<file path="config.mk">
export PLATFORM = sky130hd
export DESIGN_NAME = fibo_dec_sched
export DESIGN_NICKNAME = d
export VERILOG_FILES = /design/src/rtl/fibo_dec_sched_pkg.sv /design/src/rtl/fibo_dec_sched_dec.sv /design/src/rtl/fibo_dec_sched.sv
export SDC_FILE = /design/constraint.sdc
export NUM_CORES = 1
export LEC_CHECK = 0
export CORE_UTILIZATION = 45
export CTS_CLUSTER_SIZE = 40
export DETAILED_ROUTE_END_ITERATION = 6
export GPL_ROUTABILITY_DRIVEN = 0
export GPL_TIMING_DRIVEN = 0
export PLACE_DENSITY = 0.8
export SLEW_MARGIN = 30
export SYNTH_ARGS = -nofsm -noshare
export SYNTH_HDL_FRONTEND = slang
export SYNTH_SLANG_ARGS = --single-unit
</file>
<file path="constraint.sdc">
create_clock -name clk -period 4.8 [get_ports clk]
set_input_delay 0.48 -clock clk [delete_from_list [all_inputs] [get_ports clk]]
set_output_delay 0.48 -clock clk [all_outputs]
set_load 0.005 [all_outputs]
</file>
<file path="src/rtl/fibo_dec_sched_pkg.sv">
// Shared Fibonacci (FNS) constants: codeword width, decoded width, per-position weights.
// No logic; constants only.
// No flow control; consumed by the segment decoder and scheduler.
package fibo_dec_sched_pkg;

  // Codeword bits per segment and decoded bits per segment
  localparam int FNS_CW = 9;
  localparam int FNS_DW = 8;

  // Weight width: the largest weight (34) needs 6 bits
  localparam int FNS_WW = 6;

  typedef logic [FNS_WW-1:0] fns_weight_t;

  // Weight of code bit i (position i+1); positions 1 and 2 both carry weight 1
  localparam fns_weight_t FNS_WEIGHT [FNS_CW] = '{
    6'd1, 6'd1, 6'd2, 6'd3, 6'd5, 6'd8, 6'd13, 6'd21, 6'd34
  };

  // State encodings shared by the scheduler's FSM type
  typedef logic [1:0] fsm_enc_t;

endpackage

</file>
<file path="src/rtl/fibo_dec_sched_dec.sv">
// dec_8_1: one 9-bit Fibonacci codeword segment to an 8-bit value, masked by per-bit enables.
// Latency: purely combinational, zero cycles.
// Backpressure: none; output follows inputs.
module dec_8_1
  import fibo_dec_sched_pkg::*;
(
  input  logic [FNS_CW-1:0] code,
  input  logic [FNS_CW-1:0] en,
  output logic [FNS_DW-1:0] seg_val
);

  // Sum the weights of enabled set bits; the sum wraps at FNS_DW bits silently
  always_comb begin
    seg_val = '0;
    for (int i = 0; i < FNS_CW; i++) begin
      if (code[i] && en[i]) begin
        seg_val = seg_val + FNS_DW'(FNS_WEIGHT[i]);
      end
    end
  end

endmodule

</file>
<file path="src/rtl/fibo_dec_sched.sv">
// Frame decoder: captures NGRP segments, decodes one per cycle through a single dec_8_1.
// Latency: out_valid rises NGRP+1 cycles after the handshake cycle; one frame per NGRP+2 cycles.
// Backpressure: in_ready only in IDLE; HOLD stalls with stable out_data until out_ready.
module fibo_dec_sched
  import fibo_dec_sched_pkg::*;
#(
  parameter int NGRP = 4,
  parameter int CW   = FNS_CW,
  parameter int DW   = FNS_DW
) (
  input  logic               clk,
  input  logic               rst,
  input  logic               in_valid,
  output logic               in_ready,
  input  logic [NGRP*CW-1:0] in_code,
  input  logic [NGRP*CW-1:0] in_en,
  output logic               out_valid,
  input  logic               out_ready,
  output logic [NGRP*DW-1:0] out_data,
  output logic               busy
);

  localparam fsm_enc_t ST_IDLE = 2'd0;
  localparam fsm_enc_t ST_DEC  = 2'd1;
  localparam fsm_enc_t ST_HOLD = 2'd2;

  typedef enum logic [1:0] {
    IDLE = ST_IDLE,
    DEC  = ST_DEC,
    HOLD = ST_HOLD
  } state_t;

  localparam int             SW       = $clog2(NGRP);
  localparam logic [SW-1:0]  SEG_LAST = SW'(NGRP - 1);

  state_t               state;
  logic [SW-1:0]        seg_idx;
  logic [NGRP*CW-1:0]   code_q;
  logic [NGRP*CW-1:0]   en_q;
  logic [CW-1:0]        seg_code;
  logic [CW-1:0]        seg_en;
  logic [DW-1:0]        seg_val;

  // Select the current segment from the captured frame
  always_comb begin
    seg_code = code_q[int'(seg_idx)*CW +: CW];
    seg_en   = en_q[int'(seg_idx)*CW +: CW];
  end

  dec_8_1 u_dec (
    .code    (seg_code),
    .en      (seg_en),
    .seg_val (seg_val)
  );

  // FSM, capture registers, segment counter and output register with registered flags
  always_ff @(posedge clk) begin
    if (rst) begin
      state     <= IDLE;
      seg_idx   <= '0;
      code_q    <= '0;
      en_q      <= '0;
      out_data  <= '0;
      out_valid <= 1'b0;
      busy      <= 1'b0;
      in_ready  <= 1'b1;
    end else begin
      case (state)
        IDLE: begin
          if (in_valid) begin
            code_q   <= in_code;
            en_q     <= in_en;
            seg_idx  <= '0;
            state    <= DEC;
            in_ready <= 1'b0;
            busy     <= 1'b1;
          end
        end
        DEC: begin
          out_data[int'(seg_idx)*DW +: DW] <= seg_val;
          // Counter parks on the last segment so it never wraps mid-frame
          if (seg_idx == SEG_LAST) begin
            state     <= HOLD;
            out_valid <= 1'b1;
          end else begin
            seg_idx <= seg_idx + 1'b1;
          end
        end
        HOLD: begin
          if (out_ready) begin
            state     <= IDLE;
            out_valid <= 1'b0;
            busy      <= 1'b0;
            in_ready  <= 1'b1;
          end
        end
        default: begin
          state     <= IDLE;
          out_valid <= 1'b0;
          busy      <= 1'b0;
          in_ready  <= 1'b1;
        end
      endcase
    end
  end

endmodule

</file>
==> key figures <==
Layout
  – Final Util: 66.7%
  – Area delta synth->final: 41.8%
  – Antenna fix cells: 0
  – Share of layout cells above drive strength 1: 16.3%
  – Design Area, Final: 7750 sq um
  – Fillers: 869
  – Final #Nets: 910

Clocking
  – TritonCTS clock tree: yes
  – Clk_lat worst skew: 0.35 ns
  – H-tree Lvls: 3
  – Clock Tree Root: clkbuf_16
  – CTS max path bufs: 2
  – Clk pin slew, worst setup/hold paths: 0.08 ns
  – Clk sinks: 111
  – CTS Buf Count: 9

Route
  – Vias per cell: 5.83
  – Post-DRT Antenna Nets: 0
  – DRC marker count from the first detailed-route iteration: 510
  – Vias: 5634
  – WL/cell: 17.4 um
  – DR WL met2: 8.61 mm
  – Routed length on met1: 6.56 mm
  – Top sig layer: met4
  – Routed wl met3: 1.08 mm
  – Drt first pass iters: 7
  – Drt total wl: 16.8 mm
  – # DRC: 1

Placed design
  – Post-DP Area: 6870 sq um
  – Hpwl dp: 11.8 mm
  – Port Buf Inserts: 110

Floorplanning
  – Ports: 111
  – Core Rows: 39
  – Die Ht: 112 um
  – Placeable Area: 11600 sq um
  – Width of the die: 112 um
  – Initial Utilization: 47.0%
  – Die ar.: 12600 sq um

Setup path
  – Crit-path cells: clkbuf_16 -> and3_4 -> a311oi_2 -> a21oi_2 -> ha_2 -> ha_4 -> inv_4 -> ha_4 -> or2_4 -> a21bo_4 -> mux2i_4 -> a21o_1 -> ha_1 -> and2_4 -> or4_4 -> o211ai_4 -> o22ai_4 -> buf_6 -> xnor2_1 -> o2111a_2 -> o31ai_1
  – CP top delay family: compound AO/OA/AOI/OAI gates
  – Worst reg2reg path depth: 21
  – Worst-path fanout max: 6
  – Crit path kind: flip-flop to flip-flop
  – CP peak stage delay: 0.49 ns
  – Crit. End Element: flip-flop
  – Worst path depth: 21
  – Most used cell along the critical path: ha_4
  – Crit path buffers/inverters: 3
  – WP data required: 5.06 ns
  – Crit path DAT: 5.10 ns
  – Crit start category: flip-flop
  – Slowest CP cell: or4_4

Pwr
  – Peak VDD IR: 0.194 mV
  – Leakage power: 2.81 nW
  – Cell Pwr Density: 272 nW/um^2
  – Comb power frac: 16.1%
  – Clock power frac: 37.2%
  – Design Power: 2.11 mW
  – Switching power: 573 uW
  – Switching Fraction: 27.2%
  – Int Pwr: 1.54 mW
  – Seq pwr share: 46.7%

Logic synthesis
  – Mean Syn Cell Area: 8.15 sq um
  – Sequential share of the synthesized area: 40.7%
  – Syn nets: 761
  – Cell Area, Synth: 5460 sq um
  – Post-synth EDFFs: 0
  – Cell count after synthesis: 670
  – Synth Register Bits: 111
  – Synth async-reset ratio: 0%
  – Dominant register cell in the synthesized netlist: dfxtp_1
  – Synth cell types: 70
  – Synth warnings: 0

Global routing
  – First-pass GRT wire length: 26.0 mm
  – GRT Residual Overflow: 0
  – Antenna violations before repair: 0
  – Vias in the first global route: 5434
  – Largest net degree at the start of global routing: 21
  – Tot GR Track Use: 25.9%

Timing
  – Tmin final: 4.83 ns
  – Measured slew at the worst slew-check pin: 0.919 ns
  – Fin Hold WS: 0.458 ns
  – Skew final: 0.0112 ns
  – RSZ-0062 raised after global routing: true
  – Slew margin rel.: 38.3%
  – Final Max Tran Viols: 0
  – TNS Setup: -0.0724 ns
  – Final worst path period share: 101%
  – Fmax: 207 MHz
  – Setup violators final: 3
  – Hold Vio Cnt, Final: 0
  – Worst setup margin: -0.0350 ns

Worst hold path
  – Worst Hold Depth: 2
  – Min-Delay Path Class: flip-flop to flip-flop

Status
  – Failing checks: DRC, setup timing
  – Outcome: complete, but fails checks

Flow run
  – Max-cap violations: 0
## through the flow
stage | std cells | setup WS [ns]
3_3_place_gp | 923 | -0.586
2_1_floorplan | 670 | -0.0293
5_1_grt | 967 | -0.198
6_report | 967 | -0.0350
3_5_place_dp | 923 | -0.690
4_1_cts | 955 | 0.00197
## tightest hold or removal path, delay by kind of cell (launching register included)
family / cells / cell delay (ns)
AO/OA/AOI/OAI: 1 / 0.05
AND/OR/NAND/NOR: 1 / 0.05
flip-flops: 1 / 0.31
## layout make-up
cell class / instances / area, sq um / share of cell area [%]
tap: 143 / 179 / 2.31
buffer: 35 / 185 / 2.39
sequential: 111 / 2230 / 28.8
multi-input combinational: 512 / 3450 / 44.6
timing repair buffer: 140 / 1340 / 17.3
inverter: 10 / 47.5 / 0.614
clock inverter: 7 / 85.1 / 1.10
clock buffer: 9 / 225 / 2.91
## state kept, by name, indices dropped and copies added, names as in the netlist
name	flops
en_q	36
seg_idx	2
state	2
busy	1
code_q	36
out_data	32
out_valid	1
in_ready	1
## cells by family after synthesis
kind of cell	after synthesis	share of synthesized area, %
buf+inv	47	3.25
compound gates	179	22.2
flops	111	40.7
xor+xnor	15	2.93
mux	14	3.55
fa+ha+maj	15	3.44
simple gates	289	24.0
## path summary, 6_finish.rpt
| kind | startpoint | slack [ns] | endpoint |
|---|---|---|---|
| setup / recovery | seg_idx[0] | -0.03 | out_data[22] |
| hold / removal | code_q[7] | 0.46 | code_q[7] |
| setup reg to reg | seg_idx[0] | -0.03 | out_data[22] |
| hold reg to reg | code_q[7] | 0.46 | code_q[7] |
## metal layers
metal  GRT usage [%]  vias to the layer above
met5               0                        -
met3            2.86                       47
met1            31.2                     2690
met2            47.1                      238
li1                -                     2659
met4            10.3                        0
## cell usage in the layout, fill, tap and decap left out, types with 5 or more instances in the layout
cell	n
xnor2_2	5
nand3_1	9
clkbuf_1	31
nor2_1	44
clkdlybuf4s50_1	110
xnor2_1	6
a22oi_1	17
dfxtp_1	109
and2_1	10
clkbuf_16	11
o31ai_1	8
nand2_1	173
o21ai_1	6
nand2b_1	5
o211ai_1	5
ha_1	9
o21ai_0	5
buf_4	26
a21oi_1	82
nand3b_1	13
## synthesized netlist by cell type (all sizes together), types with 6 or more instances
cell	number	area, sq um
dfxtp	111	2220
nand2	173	649
nand3b	13	97.6
clkbuf	36	135
mux2i	7	70.1
and3	7	43.8
o211ai	6	58.8
a21oi	85	425
nand3	9	45.0
xnor2	11	104
ha	15	188
a32oi	6	60.1
nor2	45	169
o21ai	13	65.1
o31ai	10	80.1
a22oi	19	156
inv	9	33.8
and2	11	68.8
## timing repair
| item | 4_1_cts | 5_1_grt |
|---|---|---|
| setup endpoints to repair | 28 | 20 |
| resized for setup | 31 | 33 |
| hold buffers | 0 | 0 |
| pin swaps | 17 | 12 |
| gates cloned | 1 | 0 |
| buffers inserted | 16 | 13 |
## power groups by stage
| stage | logic, mW | registers [mW] | clock network, mW |
|---|---|---|---|
| finish | 0.340 | 0.985 | 0.786 |
| global route | 0.366 | 0.989 | 0.825 |
| CTS | 0.314 | 0.984 | 0.782 |
| detailed placement | 0.289 | 1.00 | 0 |
| global placement | 0.278 | 1.00 | 0 |
| floorplan | 0.169 | 0.996 | 0 |
No activity file was read; power rests on OpenSTA's default activity.
